[config.mk]
export PLATFORM = sky130hd
export DESIGN_NAME = multi_cycle_control_unit_flat
export DESIGN_NICKNAME = d
export VERILOG_FILES = /design/src/rtl/multi_cycle_control_unit_pkg.sv /design/src/rtl/multi_cycle_control_unit_if.sv /design/src/rtl/multi_cycle_control_unit_alu_decoder.sv /design/src/rtl/multi_cycle_control_unit.sv /design/src/flat_wrapper.sv
export SDC_FILE = /design/constraint.sdc
export NUM_CORES = 1
export LEC_CHECK = 0
export ABC_AREA = 1
export CAP_MARGIN = 20
export CORE_MARGIN = 3
export CORE_UTILIZATION = 32
export CTS_CLUSTER_DIAMETER = 150
export CTS_CLUSTER_SIZE = 28
export DETAILED_ROUTE_END_ITERATION = 6
export PLACE_DENSITY = 0.84
export SYNTH_ARGS = -nofsm -noshare
export SYNTH_HDL_FRONTEND = slang
export SYNTH_SLANG_ARGS = --single-unit
[constraint.sdc]
create_clock -name clk -period 2.1 [get_ports clk]
set_clock_uncertainty 0.05 [all_clocks]
set_input_delay 0.315 -clock clk [delete_from_list [all_inputs] [get_ports clk]]
set_output_delay 0.315 -clock clk [all_outputs]
set_load 0.01 [all_outputs]
[src/rtl/multi_cycle_control_unit_pkg.sv]
// -----------------------------------------------------------------------------
// rv32i_ctrl_pkg
// Shared encodings for the RV32I multi-cycle control unit:
//   - base opcode constants (bits [6:0] of the instruction)
//   - ALU operation codes ({funct7[5], funct3} style)
//   - register-file write-data source select (rfwd_sel_e)
//   - FSM state constants (legacy-compatible localparams) and a matching
//     state_e enum for readable debug/trace code
//   - instruction-class enum plus a classify() helper used by the FSM
// Ports: none (package).
// -----------------------------------------------------------------------------
package rv32i_ctrl_pkg;

    // Base opcodes
    localparam logic [6:0] OP_R  = 7'b0110011;
    localparam logic [6:0] OP_I  = 7'b0010011;
    localparam logic [6:0] OP_L  = 7'b0000011;
    localparam logic [6:0] OP_S  = 7'b0100011;
    localparam logic [6:0] OP_B  = 7'b1100011;
    localparam logic [6:0] OP_LU = 7'b0110111;
    localparam logic [6:0] OP_AU = 7'b0010111;
    localparam logic [6:0] OP_J  = 7'b1101111;
    localparam logic [6:0] OP_JL = 7'b1100111;

    // ALU operation codes: bit 3 is funct7[5] (SUB/SRA), bits 2:0 are funct3
    localparam logic [3:0] ALU_ADD  = 4'b0000;
    localparam logic [3:0] ALU_SUB  = 4'b1000;
    localparam logic [3:0] ALU_SLL  = 4'b0001;
    localparam logic [3:0] ALU_SLT  = 4'b0010;
    localparam logic [3:0] ALU_SLTU = 4'b0011;
    localparam logic [3:0] ALU_XOR  = 4'b0100;
    localparam logic [3:0] ALU_SRL  = 4'b0101;
    localparam logic [3:0] ALU_SRA  = 4'b1101;
    localparam logic [3:0] ALU_OR   = 4'b0110;
    localparam logic [3:0] ALU_AND  = 4'b0111;

    // funct3 value shared by the SRL/SRA (and SRLI/SRAI) pair
    localparam logic [2:0] F3_SR = 3'b101;

    // Register-file write-data source
    typedef enum logic [2:0] {
        RFWD_ALU    = 3'd0,
        RFWD_MEM    = 3'd1,
        RFWD_IMM    = 3'd2,
        RFWD_PC_IMM = 3'd3,
        RFWD_PC_4   = 3'd4
    } rfwd_sel_e;

    // FSM state encodings
    localparam logic [2:0] ST_FETCH  = 3'd0;
    localparam logic [2:0] ST_DECODE = 3'd1;
    localparam logic [2:0] ST_EXE    = 3'd2;
    localparam logic [2:0] ST_MEM    = 3'd3;
    localparam logic [2:0] ST_WB     = 3'd4;
    localparam logic [2:0] ST_TRAP   = 3'd5;

    typedef enum logic [2:0] {
        FETCH  = ST_FETCH,
        DECODE = ST_DECODE,
        EXE    = ST_EXE,
        MEM    = ST_MEM,
        WB     = ST_WB,
        TRAP   = ST_TRAP
    } state_e;

    // Instruction classes as seen by the sequencer
    typedef enum logic [3:0] {
        CLS_R       = 4'd0,
        CLS_I       = 4'd1,
        CLS_L       = 4'd2,
        CLS_S       = 4'd3,
        CLS_B       = 4'd4,
        CLS_LU      = 4'd5,
        CLS_AU      = 4'd6,
        CLS_J       = 4'd7,
        CLS_JL      = 4'd8,
        CLS_ILLEGAL = 4'd9
    } instr_class_e;

    function automatic instr_class_e classify(input logic [6:0] opcode);
        instr_class_e cls;
        case (opcode)
            OP_R:    cls = CLS_R;
            OP_I:    cls = CLS_I;
            OP_L:    cls = CLS_L;
            OP_S:    cls = CLS_S;
            OP_B:    cls = CLS_B;
            OP_LU:   cls = CLS_LU;
            OP_AU:   cls = CLS_AU;
            OP_J:    cls = CLS_J;
            OP_JL:   cls = CLS_JL;
            default: cls = CLS_ILLEGAL;
        endcase
        return cls;
    endfunction

endpackage

[src/rtl/multi_cycle_control_unit_if.sv]
// -----------------------------------------------------------------------------
// multi_cycle_control_unit_if
// Bundle between the control unit and the RV32I datapath.
//   instrCode      32  current instruction (datapath -> control)
//   regFileWe       1  register-file write strobe
//   aluControl      4  ALU op select
//   aluSrcMuxSel    1  0 = rs2, 1 = immediate
//   RFWDSrcMuxSel   3  0 alu, 1 mem, 2 imm, 3 PC+imm, 4 PC+4
//   branch          1  conditional-branch qualifier
//   jal             1  force PC <- PC_Imm adder result
//   jalr            1  PC_Imm adder base = rs1
//   pcEn            1  PC load strobe, one pulse per instruction
//   dataWe          1  data-memory write strobe
//   illegalInstr    1  sticky illegal-opcode flag
// Modports: master = control unit, slave = datapath side.
// -----------------------------------------------------------------------------
interface multi_cycle_control_unit_if;
    logic [31:0] instrCode;
    logic        regFileWe;
    logic [3:0]  aluControl;
    logic        aluSrcMuxSel;
    logic [2:0]  RFWDSrcMuxSel;
    logic        branch;
    logic        jal;
    logic        jalr;
    logic        pcEn;
    logic        dataWe;
    logic        illegalInstr;

    modport master (
        input  instrCode,
        output regFileWe, aluControl, aluSrcMuxSel, RFWDSrcMuxSel,
        output branch, jal, jalr, pcEn, dataWe, illegalInstr
    );

    modport slave (
        output instrCode,
        input  regFileWe, aluControl, aluSrcMuxSel, RFWDSrcMuxSel,
        input  branch, jal, jalr, pcEn, dataWe, illegalInstr
    );
endinterface

[src/rtl/multi_cycle_control_unit_alu_decoder.sv]
// -----------------------------------------------------------------------------
// alu_decoder
// Purely combinational: maps opcode/funct3/funct7[5] to the ALU op select.
//   opcode_i       in   7  instruction bits [6:0]
//   funct3_i       in   3  instruction bits [14:12]
//   funct7_5_i     in   1  instruction bit 30
//   alu_control_o  out  4  ALU op select
// -----------------------------------------------------------------------------
module alu_decoder
    import rv32i_ctrl_pkg::*;
(
    input  logic [6:0] opcode_i,
    input  logic [2:0] funct3_i,
    input  logic       funct7_5_i,
    output logic [3:0] alu_control_o
);

    always_comb begin
        alu_control_o = ALU_ADD;
        case (opcode_i)
            OP_R: alu_control_o = {funct7_5_i, funct3_i};
            // Only the shift-right immediates carry a meaningful funct7[5];
            // for every other I-type funct3 that bit is immediate data.
            OP_I: alu_control_o = {(funct3_i == F3_SR) ? funct7_5_i : 1'b0, funct3_i};
            // Branch compare selects the comparator via funct3 only.
            OP_B: alu_control_o = {1'b0, funct3_i};
            // Loads/stores compute base + offset; U/J types do not use the ALU.
            default: alu_control_o = ALU_ADD;
        endcase
    end

endmodule

[src/rtl/multi_cycle_control_unit.sv]
// -----------------------------------------------------------------------------
// multi_cycle_control_unit
// Control FSM for the RV32I multi-cycle core. Each instruction walks
// FETCH -> DECODE -> EXE -> [MEM] -> WB and retires with exactly one pcEn
// pulse (in WB, or in MEM for stores). Selects are decoded combinationally
// from instrCode outside FETCH; strobes are gated by state.
//   clk     in   system clock, rising edge
//   reset   in   asynchronous, active-low reset
//   bus     master modport of multi_cycle_control_unit_if
// Build option ILLEGAL_TRAP_EN:
//   defined   - unknown opcode goes DECODE -> TRAP, raises illegalInstr and
//               stays there until reset
//   undefined - unknown opcode goes DECODE -> WB as a NOP, illegalInstr = 0
// -----------------------------------------------------------------------------
module multi_cycle_control_unit
    import rv32i_ctrl_pkg::*;
(
    input  logic                        clk,
    input  logic                        reset,
    multi_cycle_control_unit_if.master  bus
);

    logic [2:0]   state_q;
    logic [2:0]   state_d;
    instr_class_e instr_cls;
    logic [3:0]   alu_op;
    logic         in_fetch;

    // Fields that only the datapath (immediates, register indices) consumes.
    logic unused_instr_bits;
    assign unused_instr_bits = ^{bus.instrCode[31], bus.instrCode[29:15],
                                 bus.instrCode[11:7]};

    assign instr_cls = classify(bus.instrCode[6:0]);
    assign in_fetch  = (state_q == ST_FETCH);

    alu_decoder u_alu_decoder (
        .opcode_i      (bus.instrCode[6:0]),
        .funct3_i      (bus.instrCode[14:12]),
        .funct7_5_i    (bus.instrCode[30]),
        .alu_control_o (alu_op)
    );

    // ------------------------------------------------------------------
    // State register. Reset is asynchronous so that every strobe, which is
    // a function of state, drops the moment reset is asserted.
    // ------------------------------------------------------------------
    always_ff @(posedge clk or negedge reset) begin
        if (!reset) begin
            state_q <= ST_FETCH;
        end else begin
            state_q <= state_d;
        end
    end

    always_comb begin
        state_d = state_q;
        case (state_q)
            ST_FETCH:  state_d = ST_DECODE;
            ST_DECODE: begin
                if (instr_cls == CLS_ILLEGAL) begin
`ifdef ILLEGAL_TRAP_EN
                    state_d = ST_TRAP;
`else
                    // Treated as a NOP: skip straight to the retire cycle.
                    state_d = ST_WB;
`endif
                end else begin
                    state_d = ST_EXE;
                end
            end
            ST_EXE: begin
                if (instr_cls == CLS_L || instr_cls == CLS_S) begin
                    state_d = ST_MEM;
                end else begin
                    state_d = ST_WB;
                end
            end
            ST_MEM: begin
                // Stores retire from MEM; loads still need the WB write.
                if (instr_cls == CLS_L) begin
                    state_d = ST_WB;
                end else begin
                    state_d = ST_FETCH;
                end
            end
            ST_WB:   state_d = ST_FETCH;
`ifdef ILLEGAL_TRAP_EN
            ST_TRAP: state_d = ST_TRAP;
`endif
            default: state_d = ST_FETCH;
        endcase
    end

    // ------------------------------------------------------------------
    // Illegal-instruction flag
    // ------------------------------------------------------------------
`ifdef ILLEGAL_TRAP_EN
    logic illegal_q;
    logic illegal_d;

    assign illegal_d = illegal_q | (state_d == ST_TRAP);

    always_ff @(posedge clk or negedge reset) begin
        if (!reset) begin
            illegal_q <= 1'b0;
        end else begin
            illegal_q <= illegal_d;
        end
    end

    assign bus.illegalInstr = illegal_q;
`else
    assign bus.illegalInstr = 1'b0;
`endif

    // ------------------------------------------------------------------
    // Decoded selects: held at 0 in FETCH because instrCode may still be
    // settling after the previous PC load.
    // ------------------------------------------------------------------
    logic      alu_src;
    rfwd_sel_e rfwd_sel;
    logic      branch_sel;
    logic      jal_sel;
    logic      jalr_sel;

    always_comb begin
        alu_src    = 1'b0;
        rfwd_sel   = RFWD_ALU;
        branch_sel = 1'b0;
        jal_sel    = 1'b0;
        jalr_sel   = 1'b0;
        if (!in_fetch) begin
            case (instr_cls)
                CLS_I:  alu_src = 1'b1;
                CLS_L: begin
                    alu_src  = 1'b1;
                    rfwd_sel = RFWD_MEM;
                end
                CLS_S:  alu_src = 1'b1;
                CLS_B:  branch_sel = 1'b1;
                CLS_LU: rfwd_sel = RFWD_IMM;
                CLS_AU: rfwd_sel = RFWD_PC_IMM;
                CLS_J: begin
                    rfwd_sel = RFWD_PC_4;
                    jal_sel  = 1'b1;
                end
                CLS_JL: begin
                    // jalr reuses the jal PC path with rs1 as the adder base.
                    rfwd_sel = RFWD_PC_4;
                    jal_sel  = 1'b1;
                    jalr_sel = 1'b1;
                end
                default: ;
            endcase
        end
    end

    assign bus.aluControl    = in_fetch ? ALU_ADD : alu_op;
    assign bus.aluSrcMuxSel  = alu_src;
    assign bus.RFWDSrcMuxSel = rfwd_sel;
    assign bus.branch        = branch_sel;
    assign bus.jal           = jal_sel;
    assign bus.jalr          = jalr_sel;

    // ------------------------------------------------------------------
    // Strobes
    // ------------------------------------------------------------------
    logic writes_rd;

    always_comb begin
        case (instr_cls)
            CLS_R, CLS_I, CLS_L, CLS_LU, CLS_AU, CLS_J, CLS_JL: writes_rd = 1'b1;
            default:                                            writes_rd = 1'b0;
        endcase
    end

    assign bus.regFileWe = (state_q == ST_WB) && writes_rd;
    assign bus.dataWe    = (state_q == ST_MEM) && (instr_cls == CLS_S);
    // A store never reaches WB, so WB alone covers every other class
    // (including the illegal-as-NOP path).
    assign bus.pcEn      = (state_q == ST_WB) ||
                           ((state_q == ST_MEM) && (instr_cls == CLS_S));

endmodule

[src/flat_wrapper.sv]
// flat-port wrapper written by rule: the top's interface ports become plain ports
module multi_cycle_control_unit_flat import rv32i_ctrl_pkg::*;
  (clk, reset, bus_instrCode, bus_regFileWe, bus_aluControl, bus_aluSrcMuxSel, bus_RFWDSrcMuxSel, bus_branch, bus_jal, bus_jalr, bus_pcEn, bus_dataWe, bus_illegalInstr);
  multi_cycle_control_unit_if bus_i ();
  input  logic clk;
  input  logic reset;
  input wire logic [$bits(bus_i.instrCode)-1:0] bus_instrCode;
  output wire logic [$bits(bus_i.regFileWe)-1:0] bus_regFileWe;
  output wire logic [$bits(bus_i.aluControl)-1:0] bus_aluControl;
  output wire logic [$bits(bus_i.aluSrcMuxSel)-1:0] bus_aluSrcMuxSel;
  output wire logic [$bits(bus_i.RFWDSrcMuxSel)-1:0] bus_RFWDSrcMuxSel;
  output wire logic [$bits(bus_i.branch)-1:0] bus_branch;
  output wire logic [$bits(bus_i.jal)-1:0] bus_jal;
  output wire logic [$bits(bus_i.jalr)-1:0] bus_jalr;
  output wire logic [$bits(bus_i.pcEn)-1:0] bus_pcEn;
  output wire logic [$bits(bus_i.dataWe)-1:0] bus_dataWe;
  output wire logic [$bits(bus_i.illegalInstr)-1:0] bus_illegalInstr;
  assign bus_i.instrCode = bus_instrCode;
  assign bus_regFileWe = bus_i.regFileWe;
  assign bus_aluControl = bus_i.aluControl;
  assign bus_aluSrcMuxSel = bus_i.aluSrcMuxSel;
  assign bus_RFWDSrcMuxSel = bus_i.RFWDSrcMuxSel;
  assign bus_branch = bus_i.branch;
  assign bus_jal = bus_i.jal;
  assign bus_jalr = bus_i.jalr;
  assign bus_pcEn = bus_i.pcEn;
  assign bus_dataWe = bus_i.dataWe;
  assign bus_illegalInstr = bus_i.illegalInstr;
  multi_cycle_control_unit u_core (.clk(clk), .reset(reset), .bus(bus_i));
endmodule
==> impl_metrics.prom <==
# TYPE chip_impl_metric gauge
chip_impl_metric{name="avgViaCountPerCell",unit=""} 5.05
chip_impl_info{name="clock-root-buffer",value="sky130_fd_sc_hd__clkbuf_4"} 1
chip_impl_info{name="synth_commonest_cells",value="sky130_fd_sc_hd__nand2_1, sky130_fd_sc_hd__nor2_1, sky130_fd_sc_hd__inv_1"} 1
chip_impl_metric{name="floorplan.io_pins",unit=""} 49
chip_impl_metric{name="maxCapViolations",unit=""} 0
chip_impl_metric{name="internal_power",unit="µW"} 228
chip_impl_info{name="reg_top3",value="u_core.state_q x3"} 1
chip_impl_metric{name="num-fill-cells",unit=""} 123
chip_impl_metric{name="grt_pass1_vias",unit=""} 705
chip_impl_metric{name="holdBufCountCts",unit=""} 0
chip_impl_metric{name="setup-violations-final",unit=""} 0
chip_impl_metric{name="post_synth_instance_area",unit="µm²"} 514
chip_impl_metric{name="p_per_area",unit="nW/µm²"} 434
chip_impl_metric{name="critical_path_required",unit="ns"} 1.74
chip_impl_info{name="crit_path_cell_trace",value="dlygate4sd2_1 -> inv_1 -> nand2_1 -> nor2_4 -> nand2_2 -> inv_1 -> nor2_2 -> nand2_2 -> nand4_2 -> nor2_2 -> clkdlybuf4s15_2"} 1
chip_impl_metric{name="stdcell_area",unit="µm²"} 966
chip_impl_info{name="leading_register_cell_type_out_of_synthesis",value="sky130_fd_sc_hd__dfrtp_1"} 1
chip_impl_metric{name="path_clk_slew",unit="ns"} 0.04
chip_impl_info{name="outcome",value="finished, final reports clean"} 1
chip_impl_metric{name="slew_violations",unit=""} 0
chip_impl_metric{name="share_of_yosys_cell_area_claimed_by_the_top_area_cell_type",unit="%"} 16.8
chip_impl_metric{name="syn_nets",unit=""} 131
chip_impl_metric{name="avgRoutedWirePerCell",unit="µm"} 12.2
chip_impl_metric{name="critPathArrivalTime",unit="ns"} 1.63
chip_impl_metric{name="fmaxAchievable",unit="GHz"} 0.501
chip_impl_metric{name="grt_first_pass_wirelength",unit="mm"} 2.83
chip_impl_metric{name="seq_area",unit="µm²"} 75.1
chip_impl_metric{name="critical-path-max-stage-delay",unit="ns"} 0.28
chip_impl_metric{name="core",unit="µm²"} 1400
chip_impl_metric{name="post_synth_edffs",unit=""} 0
chip_impl_info{name="min_path_type",value="in -> async"} 1
chip_impl_info{name="yosysTopAreaCell",value="sky130_fd_sc_hd__nand2_1"} 1
chip_impl_metric{name="drt_first_pass_iters",unit=""} 5
chip_impl_metric{name="synth-seq-area-share",unit="%"} 14.6
chip_impl_metric{name="drtAntennaViolNets",unit=""} 0
chip_impl_metric{name="cell_variety_after_synth",unit=""} 17
chip_impl_metric{name="antenna_found_initial",unit=""} 0
chip_impl_metric{name="pwr-share-comb",unit="%"} 52.7
chip_impl_metric{name="final_period_minus_worst_setup_slack",unit="ns"} 2.00
chip_impl_metric{name="synth_mux_area_share",unit="%"} 0
chip_impl_info{name="cts_tree",value="done"} 1
chip_impl_metric{name="power_leakage",unit="µW"} 0.000523
chip_impl_metric{name="timing.critical_path.fanout_max",unit=""} 4
chip_impl_info{name="synth.area.top_cells",value="sky130_fd_sc_hd__nand2_1, sky130_fd_sc_hd__dfrtp_1, sky130_fd_sc_hd__nor2_1, sky130_fd_sc_hd__inv_1, sky130_fd_sc_hd__nand3_1"} 1
chip_impl_metric{name="vdd.ir_drop.worst",unit="mV"} 0.232
chip_impl_info{name="setup.worst_path.start",value="bus_instrCode[3]"} 1
chip_impl_info{name="max_stage_delay_cell_worst_path",value="sky130_fd_sc_hd__dlygate4sd2_1"} 1
chip_impl_metric{name="flow.area_growth_from_synthesis",unit="%"} 87.8
chip_impl_metric{name="cts.sinks",unit=""} 3
chip_impl_metric{name="globalRouteMet1Util",unit="%"} 19.7
chip_impl_metric{name="cp_num_buf_inv",unit=""} 4
chip_impl_metric{name="synth-simple-area-share",unit="%"} 62.8
chip_impl_metric{name="synth_seq_cells",unit=""} 3
chip_impl_metric{name="ys_async_sr_fraction",unit="%"} 100
chip_impl_metric{name="largest_reg_flops",unit=""} 3
chip_impl_metric{name="dr_total_vias",unit=""} 773
chip_impl_metric{name="sw_frac_of_total",unit="%"} 45.5
chip_impl_metric{name="fp.dieW",unit="µm"} 46.1
chip_impl_metric{name="overflow",unit=""} 0
chip_impl_metric{name="cts.repair_timing.setup_buffer_count",unit=""} 0
chip_impl_metric{name="route.final.wire_length",unit="mm"} 1.87
chip_impl_info{name="critPathKind",value="in -> out"} 1
chip_impl_metric{name="cts-root-to-sink-buffers",unit=""} 2
chip_impl_metric{name="detailed_place_hpwl",unit="mm"} 1.32
chip_impl_metric{name="synthAdderAreaFrac",unit="%"} 0
chip_impl_metric{name="yosysWarnings",unit=""} 0
chip_impl_info{name="setup.worst_path.start_class",value="input port"} 1
chip_impl_metric{name="power.share.sequential",unit="%"} 23.0
chip_impl_metric{name="gp_congestion",unit=""} 0.828
chip_impl_info{name="rr_startpoint",value="u_core.state_q[2]$_DFF_PN0_"} 1
chip_impl_metric{name="layout_cell_share_with_drive_strength_beyond_1",unit="%"} 32.6
chip_impl_metric{name="num_antenna_cells",unit=""} 0
chip_impl_metric{name="drt_iter0_drc",unit=""} 19
chip_impl_info{name="dominant_combinational_cell_family_by_area_after_synthesis",value="simple AND/OR/NAND/NOR gates"} 1
chip_impl_metric{name="htree_levels",unit=""} 1
chip_impl_metric{name="placed_area",unit="µm²"} 876
chip_impl_metric{name="start_util",unit="%"} 36.8
chip_impl_info{name="grt-busiest-layer",value="met2"} 1
chip_impl_metric{name="clkLatencyLatePin",unit="ns"} 0.23
chip_impl_metric{name="rows",unit=""} 13
chip_impl_metric{name="post-route-util",unit="%"} 69.1
chip_impl_metric{name="totalPowerFinal",unit="µW"} 419
chip_impl_metric{name="report.final.hold_viol_count",unit=""} 0
chip_impl_metric{name="die_h",unit="µm"} 46.1
chip_impl_metric{name="drc",unit=""} 0
chip_impl_metric{name="clkPwrFrac",unit="%"} 24.3
chip_impl_info{name="critical_path.top_delay_family",value="buffers and inverters"} 1
chip_impl_info{name="timing.critical_path.to_type",value="primary output"} 1
chip_impl_metric{name="synth_area_in_compound_gates",unit="%"} 9.49
chip_impl_metric{name="grt_util_met3",unit="%"} 3.52
chip_impl_info{name="largest_register_by_flop_count",value="u_core.state_q"} 1
chip_impl_metric{name="switchingPower",unit="µW"} 191
chip_impl_metric{name="synth-xor-area-share",unit="%"} 0
chip_impl_metric{name="worst_hold_slack_after_final_layout",unit="ns"} 0.221
chip_impl_metric{name="numPortBuffers",unit=""} 26
chip_impl_metric{name="grt_use_total",unit="%"} 18.4
chip_impl_metric{name="multi_input_comb_area",unit="µm²"} 454
chip_impl_metric{name="period_share",unit="%"} 95.0
chip_impl_info{name="synth_most_common_cell",value="sky130_fd_sc_hd__nand2_1"} 1
chip_impl_metric{name="nets",unit=""} 173
chip_impl_metric{name="grt_start_max_net_pins",unit=""} 10
chip_impl_metric{name="floorplan.die_area",unit="µm²"} 2120
chip_impl_metric{name="cts_made_buffers",unit=""} 3
chip_impl_metric{name="grt_util_met2",unit="%"} 34.3
chip_impl_metric{name="postSynthCellCount",unit=""} 97
chip_impl_metric{name="synthesis.area_per_instance",unit="µm²"} 5.30
## metal layers
metal	wire [µm]	vias up
li1	-	394
met1	694	335
met2	962	36
met3	123	8
met4	86	0
met5	0	-
## layout by cell type (no fill, tap or decap)
master and count:
sky130_fd_sc_hd__nor2_2 8, sky130_fd_sc_hd__inv_1 13, sky130_fd_sc_hd__clkdlybuf4s15_2 1, sky130_fd_sc_hd__nand2_1 19
sky130_fd_sc_hd__dfrtp_1 3, sky130_fd_sc_hd__a21oi_1 4, sky130_fd_sc_hd__nand3_4 1, sky130_fd_sc_hd__buf_2 1
sky130_fd_sc_hd__clkbuf_1 1, sky130_fd_sc_hd__o21ai_1 2, sky130_fd_sc_hd__dlymetal6s2s_1 2, sky130_fd_sc_hd__buf_4 12
sky130_fd_sc_hd__inv_2 1, sky130_fd_sc_hd__a21oi_4 1, sky130_fd_sc_hd__nor3_2 1, sky130_fd_sc_hd__clkdlybuf4s50_1 5
sky130_fd_sc_hd__nor3_1 5, sky130_fd_sc_hd__nor2_4 4, sky130_fd_sc_hd__nand2_4 1, sky130_fd_sc_hd__conb_1 1
sky130_fd_sc_hd__nor2_1 9, sky130_fd_sc_hd__clkbuf_4 3, sky130_fd_sc_hd__a2111oi_1 1, sky130_fd_sc_hd__inv_4 1
sky130_fd_sc_hd__nand4_2 1, sky130_fd_sc_hd__dlygate4sd2_1 15, sky130_fd_sc_hd__nand3_1 8, sky130_fd_sc_hd__nand2_2 8
sky130_fd_sc_hd__a21oi_2 1, sky130_fd_sc_hd__clkdlybuf4s15_1 2, sky130_fd_sc_hd__nand4_1 3
## power groups by stage
| stage | Clock (µW) | Combinational, µW | Sequential (µW) |
|---|---|---|---|
| 5_1_grt | 105 | 246 | 99.0 |
| 4_1_cts | 102 | 200 | 93.5 |
| 3_5_place_dp | 0 | 206 | 94.3 |
| 6_report | 102 | 221 | 96.6 |
| 3_3_place_gp | 0 | 201 | 92.5 |
| 2_1_floorplan | 0 | 119 | 91.0 |
## repair_timing
action                                 in CTS  in global routing
resized for setup                          40                 15
gates cloned                                0                  0
setup endpoints to repair                  14                 11
pin swaps                                   3                  1
endpoints found under the hold margin       0                  0
## stage by stage
stage,setup WS [ns],cells,TNS [ns]
global placement,-0.396,149,-3.75
detailed placement,-0.453,149,-3.99
CTS,-0.0125,153,-0.0206
finish,0.104,153,0
floorplan,0.492,97,0
global route,-0.0198,153,-0.0198
## path summary, 6_finish.rpt
path,endpoint,slack [ns],depth (start not counted)
worst max-delay path,bus_dataWe,0.10,11
worst min-delay path,u_core.state_q[2]$_DFF_PN0_,0.22,1
worst max register to register,u_core.state_q[2]$_DFF_PN0_,0.92,3
worst min register to register,u_core.state_q[1]$_DFF_PN0_,0.52,3
max in group asynchronous,u_core.state_q[1]$_DFF_PN0_,1.61,1
min in group clk,u_core.state_q[1]$_DFF_PN0_,0.52,3
## layout make-up
type	count	share of cell area, %
Timing Repair Buffer	38	34.5
Clock buffer	4	2.72
Sequential cell	3	7.77
Tap cell	15	1.94
Multi-Input combinational cell	78	47.0
Inverter	15	6.09
## kinds of logic after synthesis
logic type | Yosys count
AO/OA/AOI/OAI | 9
buffers and inverters | 16
flip-flops | 3
AND/OR/NAND/NOR | 68
other | 1
Note: power is estimated with default switching activity, not from simulation.
